$ cat src/rtl/conv_acc.sv
// -----------------------------------------------------------------------------
// conv_acc - convolution accumulation stage
//
// Adds each accepted product beat (m_data1) to either a bias vector (first
// kernel pass) or a stored partial sum (later passes), lane by lane, with a
// registered one-cycle result. Final-pass results leave on m_sum/m_valid;
// intermediate results leave on s_sum/s_valid for partial-sum write-back.
// Bias and partial-sum memories are combinational-read: the address driven
// this cycle returns its data (m_data2 / m_data3) in the same cycle.
//
// Ports:
//   clk, rst_n         clock, synchronous active-low reset
//   m_data1, m_valid1  product beat in; accepted when m_valid1 && m_ready
//   m_ready            high while a job is ACTIVE
//   m_data2, m_data3   bias / partial-sum read data for m_addr2 / m_addr3
//   base2, size        bias base address and job length in beats (latched)
//   start              one-cycle job start pulse (ignored while ACTIVE)
//   first_k, last_k    pass selectors: add bias / route to m_sum (latched)
//   m_addr2, m_addr3   bias / partial-sum read addresses
//   m_sum, m_valid     final result and its one-cycle valid
//   s_sum, s_valid     intermediate result and its one-cycle valid
// -----------------------------------------------------------------------------
module conv_acc #(
    parameter int AW = 8,
    parameter int DW = 22,
    parameter int DN = 1
) (
    input  logic             clk,
    input  logic             rst_n,
    input  logic [DW*DN-1:0] m_data1,
    input  logic             m_valid1,
    output logic             m_ready,
    input  logic [DW*DN-1:0] m_data2,
    input  logic [DW*DN-1:0] m_data3,
    input  logic [AW-1:0]    base2,
    input  logic [10:0]      size,
    input  logic             start,
    input  logic             first_k,
    input  logic             last_k,
    output logic [AW-1:0]    m_addr2,
    output logic [AW-1:0]    m_addr3,
    output logic [DW*DN-1:0] m_sum,
    output logic             m_valid,
    output logic [DW*DN-1:0] s_sum,
    output logic             s_valid
);

    typedef enum logic {
        IDLE   = 1'b0,
        ACTIVE = 1'b1
    } state_t;

    state_t           state_q;
    state_t           state_d;
    logic [10:0]      cnt;
    logic [10:0]      size_reg;
    logic [AW-1:0]    base_reg;
    logic             first_reg;
    logic             last_reg;
    logic             accept;
    logic             last_beat;
    logic [DW*DN-1:0] result;

    // m_ready comes straight from the state register, so it rises the cycle
    // after start is sampled and falls the cycle after the last beat.
    assign m_ready   = (state_q == ACTIVE);
    assign accept    = m_valid1 && m_ready;
    assign last_beat = (cnt == size_reg - 11'd1);

    // ---------------------------------------------------------------- FSM
    // NOTE: sequential state uses non-blocking (<=) so every register samples
    // values from before the edge; combinational blocks use blocking (=).
    always_ff @(posedge clk) begin
        if (!rst_n) begin
            state_q <= IDLE;
        end else begin
            state_q <= state_d;
        end
    end

    // NOTE: state_d gets a default before the case so no path leaves it
    // unassigned, which would otherwise infer a latch.
    always_comb begin
        state_d = state_q;
        case (state_q)
            IDLE:    if (start && (size != 11'd0)) state_d = ACTIVE;
            ACTIVE:  if (accept && last_beat)      state_d = IDLE;
            default: state_d = IDLE;
        endcase
    end

    // ---------------------------------------------------- job registers
    always_ff @(posedge clk) begin
        if (!rst_n) begin
            cnt       <= '0;
            size_reg  <= '0;
            base_reg  <= '0;
            first_reg <= 1'b0;
            last_reg  <= 1'b0;
        end else if (state_q == IDLE && start) begin
            cnt       <= '0;
            size_reg  <= size;
            base_reg  <= base2;
            first_reg <= first_k;
            last_reg  <= last_k;
        end else if (accept) begin
            cnt <= cnt + 11'd1;
        end
    end

    // After a job cnt is left at size, so IDLE forces the idle addresses
    // instead of exposing the stale count.
    assign m_addr2 = (state_q == ACTIVE) ? base_reg + AW'(cnt) : base_reg;
    assign m_addr3 = (state_q == ACTIVE) ? AW'(cnt) : '0;

    // ---------------------------------------------------- lane adders
    // Two's-complement add truncated to DW bits wraps exactly like a signed
    // add, so no sign handling is needed here.
    for (genvar i = 0; i < DN; i++) begin : g_lane
        assign result[i*DW +: DW] = m_data1[i*DW +: DW] +
                                    (first_reg ? m_data2[i*DW +: DW]
                                               : m_data3[i*DW +: DW]);
    end

    // ---------------------------------------------------- result registers
    // Only the destination sum register loads; the other keeps its value.
    always_ff @(posedge clk) begin
        if (!rst_n) begin
            m_sum   <= '0;
            s_sum   <= '0;
            m_valid <= 1'b0;
            s_valid <= 1'b0;
        end else begin
            m_valid <= accept && last_reg;
            s_valid <= accept && !last_reg;
            if (accept && last_reg)  m_sum <= result;
            if (accept && !last_reg) s_sum <= result;
        end
    end

endmodule

$ cat config.mk
export PLATFORM = sky130hd
export DESIGN_NAME = conv_acc
export DESIGN_NICKNAME = d
export VERILOG_FILES = /design/src/rtl/conv_acc.sv
export SDC_FILE = /design/constraint.sdc
export NUM_CORES = 1
export LEC_CHECK = 0
export CAP_MARGIN = 20
export CORE_UTILIZATION = 35
export CTS_BUF_LIST = sky130_fd_sc_hd__clkbuf_16
export DETAILED_ROUTE_END_ITERATION = 8
export PLACE_DENSITY = 0.69
export SLEW_MARGIN = 20
export SYNTH_ARGS = -nofsm -noshare
export SYNTH_HDL_FRONTEND = slang
export SYNTH_SLANG_ARGS = --single-unit
$ cat constraint.sdc
create_clock -name clk -period 4.15 [get_ports clk]
set_clock_uncertainty 0.2 [all_clocks]
set_input_delay 0.83 -clock clk [delete_from_list [all_inputs] [get_ports clk]]
set_output_delay 0.83 -clock clk [all_outputs]
set_load 0.05 [all_outputs]
==> After elaboration in Yosys (flattened, before gate mapping) <==
Cells that the tools add are included.
W data, S select, Z words.
{ "classes": {"n_eq_ne": 1, "reduce_logical": 9, "bitwise_logic": 2, "muxes": 6, "addsub": 4} }
{ "ops": {"columns": ["cell", "n"], "rows": [
  ["$add A22 B22 Y22", 1],
  ["$mux W22", 1],
  ["$mux W8", 2],
  ["$add A11 B1 Y11 const B", 1],
  ["$eq A11 B11 Y1", 1],
  ["$reduce_bool A11 Y1", 1],
  ["$sub A11 B1 Y11 const B", 1],
  ["$add A8 B8 Y8", 1],
  ["$logic_and A1 B1 Y1", 6],
  ["$mux W1", 2],
  ["$not A1 Y1", 2],
  ["$pmux W1 S2", 1],
  ["$reduce_or A2 Y1", 1],
  ["$logic_not A1 Y1", 1]
]} }
{ "word_totals": {"inputBits": 91, "output_inout_bits": 63, "elab_cells": 32, "reg_bits": 79} }

==> Logic depth before layout (Yosys ltp) <==
Gate-level depths: netlist of run 1.
{ "logic_depth": {"depth_word": 5, "depth_mapped": 13, "ltp_nobuf": 11} }

==> Worst setup path after synthesis of run 1 <==
No wires, ideal clock.
{ "synth_path": {"path_type": "register -> output", "from": "register cnt[1]", "to": "output port m_addr2[7]", "stages_incl_launch_ff": 9, "n_path_buf": 0, "required_ns": 3.120, "setup_slack_ns": 0.822, "arrival_ns": 2.298, "cell_sequence": "dfxtp_1 ha_1 a21o_1 a21o_1 a21oi_1 o21ai_0 nand3_1 nand3_1 xnor2_1"} }
{ "synth_via": {"elab_chain_len": 2} }
{ "synth_lines": {"columns": ["element", "line_no", "rtl"], "rows": [
  ["start, declared", "55", "logic [10:0] cnt;"],
  ["start signal, assigned", "107", "cnt <= cnt + 11'd1;"],
  ["$add A8 B8 Y8", "113", "assign m_addr2 = (state_q == ACTIVE) ? base_reg + AW'(cnt) : base_reg;"],
  ["$mux W8", "113", null],
  ["end, declared", "40", "output logic [AW-1:0] m_addr2,"]
]} }
Every way passes these cells.

==> Worst setup path after layout of run 1 <==
Ends and elaborated chain as after synthesis.

==> results of run 1 <==
[synth_stat cells, types with 2 or more instances]
cell        n
and2_1     10
xnor2_1    26
nand2_1   104
nor2b_1     2
dfxtp_1    79
a21oi_1    66
o211ai_1    9
or3_1       3
a21o_1     17
a31oi_1     6
o21ai_0    26
nand3_1    39
o21a_1      6
a21oi_2     2
fa_1        2
mux2i_1     4
clkbuf_8    7
nor3_1      9
nand2b_1    6
o21ai_1     2
nor2_1     41
o21bai_1    4
nor4_1      7
mux2_2     27
nand4_1    11
inv_1      18
and3_1      3
o31a_1      2
ha_1       30
xor2_1     14
nand4b_1    3
clkbuf_1   24
buf_6       4
a211oi_1    9
[metal layers]
metal / vias up / global-route usage, % / share of wire (%)
met1: 2203 / 23.9 / 46
met4: 2 / 5.03 / 1.2
met3: 13 / 3.49 / 5.2
met2: 127 / 31.8 / 48
met5: - / 0 / 0.10
li1: 2531 / - / -
[cell families (layout without fill, tap and decap cells)]
| logic type | after synthesis | after routing | share of synthesized area [%] |
|---|---|---|---|
| AOI/OAI and AO/OA | 160 | 160 | 19.4 |
| xor gates and xnor gates | 40 | 40 | 6.85 |
| adders and majority gates | 32 | 32 | 8.13 |
| buffers and inverters | 55 | 195 | 6.00 |
| DFF | 79 | 79 | 30.9 |
| muxes | 31 | 31 | 6.73 |
| and+or+nand+nor | 244 | 244 | 22.0 |
[worst max-delay path, delay by kind of cell, from the launching register on]
kind            cells  cell delay (ns)
compound gates      5             0.85
xor+xnor            1             0.12
fa+ha+maj           1             0.28
simple gates        1             0.08
buf+inv             1             0.81
flops               1             0.45
[area by class of cell]
type	instances	area share, %
multi-input combinational	507	46.2
timing repair buffer	160	22.7
sequential	79	22.6
clock buffer	9	3.22
tap	180	3.22
clock inverter	7	1.02
inverter	19	1.02
[what timing repair did]
item                                    in CTS  in global routing
endpoints found under the setup margin       0                  1
gates resized for setup                      0                  1
setup buffers                                0                  0
[report_power, final]
| part | total [uW] | internal (uW) | leakage [uW] | switching [uW] |
|---|---|---|---|---|
| Clock | 792 | 467 | 0.000144 | 325 |
| Sequential | 819 | 790 | 0.000643 | 28.7 |
| Combinational | 648 | 281 | 0.00190 | 366 |
[worst paths after layout]
kind	end	slack, ns	cells past startpoint
min reg2reg	m_sum[11]	0.25	2
max	m_addr2[7]	0.18	9
min	m_sum[11]	0.25	2
max reg2reg	s_sum[20]	0.90	9
[metrics by stage]
step / worst slack (ns) / cell area (um2) / power (uW) / instances / hold slack [ns]
floorplan: 0.822 / 5110 / 1270 / 641 / 0.249
global placement: 0.399 / 6690 / 1480 / 945 / 0.242
detailed placement: 0.346 / 6690 / 1480 / 945 / 0.246
CTS: 0.0815 / 6980 / 2270 / 961 / 0.255
global route: 0.0174 / 6990 / 2370 / 961 / 0.272
finish: 0.184 / 6990 / 2260 / 961 / 0.254
==> summary.md, run 1 <==
| Metric | Value |
|---|---|
| H-tree levels | `3` |
| WL per Instance | `14.3 um` |
| Worst path max stage delay | `0.81 ns` |
| I/O pin count | `154` |
| Worst-path fanout max | `7` |
| Drt drc | `0` |
| Hold Startpoint | `m_sum[11]` |
| Worst slew pin tran | `0.798 ns` |
| Iter 0 DRT Violations | `274` |
| Unrepaired setup endpoints after global routing | `no` |
| Data required, critical path | `3.12 ns` |
| Final min period | `3.97 ns` |
| Top Registers | `m_sum: 22 flops, s_sum: 22 flops` |
| Largest net degree at the start of global routing | `43` |
| Via/cell ratio | `5.07` |
| # setup viols final | `0` |
| Ys async rst share | `0%` |
| Gr ovfl total | `0` |
| Post-synthesis sequential area ratio | `30.9%` |
| DR pass1 iterations | `4` |
| Peak Freq | `252 MHz` |
| Final period util | `95.6%` |
| Syn_nets | `764` |
| Synth area leader | `dfxtp_1` |
| Layout cells sized above 1 | `7.43%` |
| Syn Inst Count | `641` |
| Detailed Place HPWL | `10700 um` |
| Number of synthesized register bits | `79` |
| Top cells by area, synth | `dfxtp_1, nand2_1, ha_1` |
| RD Place Congestion | `0.859` |
| Hold_buf cts | `0` |
| Post-DRT Antenna Nets | `0` |
| Core Region | `14000 um2` |
| Starting Density | `36.4%` |
| Relative slew slack | `46.7%` |
| Routed WL | `13800 um` |
| Die area | `15100 um2` |
| Fin. Hold Viols | `0` |
| Leakage | `0.00269 uW` |
| Die Span X | `123 um` |
| Crit-path cells | `ha_1 > a21o_1 > a21o_1 > a21oi_1 > o21ai_0 > a21o_1 > nand3_1 > xnor2_1 > clkdlybuf4s50_1` |
| CP arrival | `2.94 ns` |
| Setup CP Type | `reg2out` |
| Most frequent cells in the layout | `clkdlybuf4s50_1, nand2_1, dfxtp_1, a21oi_1, nor2_1` |
| Nets | `899` |
| Worst vdd rail ir drop | `187 uV` |
| Post-Syn Area per Cell | `7.98 um2` |
| EDFF count, synth | `0` |
| Area Overhead vs Synth | `36.6%` |
| Predominant post-synthesis flop cell | `dfxtp_1` |
| Post-synth cell types | `53` |
| Slew Limit Fails | `0` |
| Via count | `4876` |
| Clock sinks | `79` |
| Max clock buf depth | `2` |
| Most common cell after layout, fill and taps aside | `clkdlybuf4s50_1` |
| CTS tree | `yes` |
| DIE HEIGHT | `123 um` |
| Hold Path Class | `reg2reg` |
| Root Driver | `clkbuf_16` |
| Initial antenna violation count | `1` |
| Filler cells | `1378` |
| Status | `finished clean` |
| Vias in the first global route | `4530` |
| I/O Buffers | `153` |
| Reg clk slew, reported paths | `0.06 ns` |
| Worst Setup Start Kind | `register` |
| Max-cap violations | `0` |
| Final Util | `49.7%` |
| FF+latch area | `1580 um2` |
| Num CTS Buffers | `9` |
| Setup TNS | `0 ns` |
| Pwr dens | `323 nW/um2` |
| Setup crit end kind | `output pin` |
| Most used cell, CP | `a21o_1` |
| Diodes inserted | `0` |
| Synth warn | `0` |
| Worst-Skew Late Latency | `0.33 ns` |
| Total GRT Usage | `18.7%` |
| Multi-input logic area | `3220 um2` |
| CP max stage cell | `clkdlybuf4s50_1` |
| Synth top area share | `30.9%` |
| Setup crit start | `cnt[1]` |
| Mapped Area | `5110 um2` |
| First-pass GRT wire length | `22100 um` |
| Row count | `43` |
| Critical R2R Launch | `first_reg` |
(Power assumes the default switching activity.)
==> inputs of run 2 (changes only) <==
--- a/config.mk
+++ b/config.mk
@@ -10,6 +10,7 @@
 export CTS_BUF_LIST = sky130_fd_sc_hd__clkbuf_16
 export DETAILED_ROUTE_END_ITERATION = 8
 export PLACE_DENSITY = 0.69
+export RECOVER_POWER = 50
 export SLEW_MARGIN = 20
 export SYNTH_ARGS = -nofsm -noshare
 export SYNTH_HDL_FRONTEND = slang
==> constraint.sdc (replaced) <==
create_clock -name clk -period 4.6 [get_ports clk]
set_clock_uncertainty 0.2 [all_clocks]
set_input_delay 0.92 -clock clk [delete_from_list [all_inputs] [get_ports clk]]
set_output_delay 0.92 -clock clk [all_outputs]
set_load 0.05 [all_outputs]
==> summary.md, run 2 (same netlist as run 1, synthesis figures left out) <==
| Metric | Value |
|---|---|
| Root Driver | `clkbuf_16 (unchanged)` |
| WL per Instance | `14.4 um (was 14.3 um)` |
| Leakage | `0.00279 uW (was 0.00269 uW)` |
| Reg power frac | `34.7% (was 36.2%)` |
| Detailed Place HPWL | `10800 um (was 10700 um)` |
| Pwr dens | `304 nW/um2 (was 323 nW/um2)` |
| Row count | `43 (unchanged)` |
| Int Pwr | `1490 uW (was 1540 uW)` |
| Worst slew pin tran | `1.24 ns (was 0.798 ns)` |
| First-pass GRT wire length | `22700 um (was 22100 um)` |
| Nets | `900 (was 899)` |
| Drt drc | `0 (unchanged)` |
| Slew Limit Fails | `0 (unchanged)` |
| Gate power share | `27.0% (was 28.7%)` |
| Die Span X | `123 um (unchanged)` |
| Data required, critical path | `3.48 ns (was 3.12 ns)` |
| Setup CP Type | `reg2out (unchanged)` |
| Total power | `2140 uW (was 2260 uW)` |
| Critical R2R Launch | `first_reg (unchanged)` |
| # setup viols final | `0 (unchanged)` |
| Finished Layout Cells | `963 (was 961)` |
| Unrepaired setup endpoints after global routing | `no (unchanged)` |
| Via/cell ratio | `5.10 (was 5.07)` |
| Setup TNS | `0 ns (unchanged)` |
| I/O Buffers | `153 (unchanged)` |
| Worst-path fanout max | `6 (was 7)` |
| H-tree levels | `3 (unchanged)` |
| Worst Setup Start Kind | `register (unchanged)` |
| Most common cell after layout, fill and taps aside | `clkdlybuf4s50_1 (unchanged)` |
| Hold_buf cts | `0 (unchanged)` |
| Final Util | `50.0% (was 49.7%)` |
| Iter 0 DRT Violations | `245 (was 274)` |
| DIE HEIGHT | `123 um (unchanged)` |
| Critical Path End | `m_addr2[6] (was m_addr2[7])` |
| Peak Freq | `241 MHz` |
| Core Region | `14000 um2 (unchanged)` |
| Gr ovfl total | `0 (unchanged)` |
| Post-CTS Setup Repair Bufs | `0 (unchanged)` |
| Top Registers | `m_sum: 22 flops, s_sum: 22 flops (unchanged)` |
| Final min period | `4.15 ns` |
| Worst r2r dst | `m_sum[20] (was s_sum[20])` |
| Die area | `15100 um2 (unchanged)` |
| Setup crit start | `cnt[0] (was cnt[1])` |
| Clock power frac | `38.3% (was 35.1%)` |
| Via count | `4909 (was 4876)` |
| Hold Path Class | `reg2reg (unchanged)` |
| Worst reg-to-reg setup slack | `0.92 ns (was 0.90 ns)` |
| Routed WL | `13800 um (about the same)` |
| Vias in the first global route | `4610 (was 4530)` |
| DR pass1 iterations | `4 (unchanged)` |
| RD Place Congestion | `0.880 (was 0.859)` |
| Fin. Hold Viols | `0 (unchanged)` |
| Area Overhead vs Synth | `37.4% (was 36.6%)` |
| Post-DRT Antenna Nets | `0 (unchanged)` |
| R2R cell count | `9 (unchanged)` |
| Clock sinks | `79 (unchanged)` |
| Final period util | `90.2%` |
| CP arrival | `3.03 ns (was 2.94 ns)` |
| Reg clk slew, reported paths | `0.06 ns (about the same)` |
| Worst vdd rail ir drop | `186 uV (was 187 uV)` |
| Worst-Skew Late Latency | `0.34 ns (was 0.33 ns)` |
| NetSw | `642 uW (was 720 uW)` |
| Setup WS post-layout | `0.453 ns (was 0.184 ns)` |
| Status | `finished clean (unchanged)` |
| Setup crit end kind | `output pin (unchanged)` |
| Starting Density | `36.4% (unchanged)` |
| Layout cells sized above 1 | `7.03% (was 7.43%)` |
| Num CTS Buffers | `9 (unchanged)` |
| Post-CTS Resized | `0 (unchanged)` |
| Placed insts | `946 (was 945)` |
| Max clock buf depth | `2 (unchanged)` |
| Total GRT Usage | `19.4% (was 18.7%)` |
| Max-cap violations | `0 (unchanged)` |
| I/O pin count | `154 (unchanged)` |
| Relative slew slack | `17.2% (was 46.7%)` |
| Initial antenna violation count | `1 (unchanged)` |
| Pre-CTS WS | `0.711 ns (was 0.346 ns)` |
| Sw frac | `30.1% (was 31.9%)` |
| CTS tree | `yes (unchanged)` |
| Most frequent cells in the layout | `clkdlybuf4s50_1, nand2_1, dfxtp_1, a21oi_1, nor2_1 (unchanged)` |
| Largest net degree at the start of global routing | `43 (unchanged)` |
## run 2: stage by stage
step | hold slack, ns | instance area (um2)
3_5_place_dp | 0.248 | 6690
5_1_grt | 0.267 | 7020
6_report | 0.254 | 7030
2_1_floorplan | 0.249 | 5110
4_1_cts | 0.257 | 7040
3_3_place_gp | 0.241 | 6690
## run 2: critical path: stages, from the launching register on
cell	delay [ns]
dfxtp_1	0.43
ha_1	0.21
inv_1	0.06
fa_1	0.40
nor2b_1	0.11
o21ai_0	0.08
nand2b_1	0.12
a21o_1	0.13
a21oi_1	0.07
xnor2_1	0.13
mux2_2	0.16
clkdlybuf4s50_1	0.79
## run 2: power by group through the flow
stage	clock (uW)	combinational (uW)	sequential [uW]
after detailed placement	0	581	757
after CTS	838	585	742
final	818	576	741
after floorplan	0	340	805
after global routing	868	633	745
after global placement	0	578	757
## run 2: layout make-up
class / instances / area [um2]
Tap cell: 180 / 225
Antenna cell: 1 / 2.50
Clock inverter: 7 / 120
Inverter: 19 / 71.3
Fill cell: 1373 / 7020
Clock buffer: 9 / 225
Timing Repair Buffer: 161 / 1580
Sequential cell: 79 / 1580
Multi-Input combinational cell: 507 / 3220
## run 2: how the worst min path moves through the flow
| stage | startpoint | end | slack, ns | cells past startpoint |
|---|---|---|---|---|
| finish | m_sum[0] | m_sum[0] | 0.25 | 2 |
| global route | s_sum[2] | s_sum[2] | 0.27 | 2 |
| CTS | s_sum[2] | s_sum[2] | 0.26 | 2 |
| detailed placement | s_sum[2] | s_sum[2] | 0.25 | 2 |
| global placement | s_sum[12] | s_sum[12] | 0.24 | 2 |
| floorplan | base_reg[7] | base_reg[7] | 0.25 | 2 |
## run 2: per-layer routing
metal  vias to the layer above  global-route usage, %  part of all wire, %
li1                       2530                      -                    -
met1                      2221                   24.3                   45
met2                       144                   33.0                   48
met3                        14                   4.18                  6.2
met4                         0                   5.87                  1.2
met5                         -                      0                    0
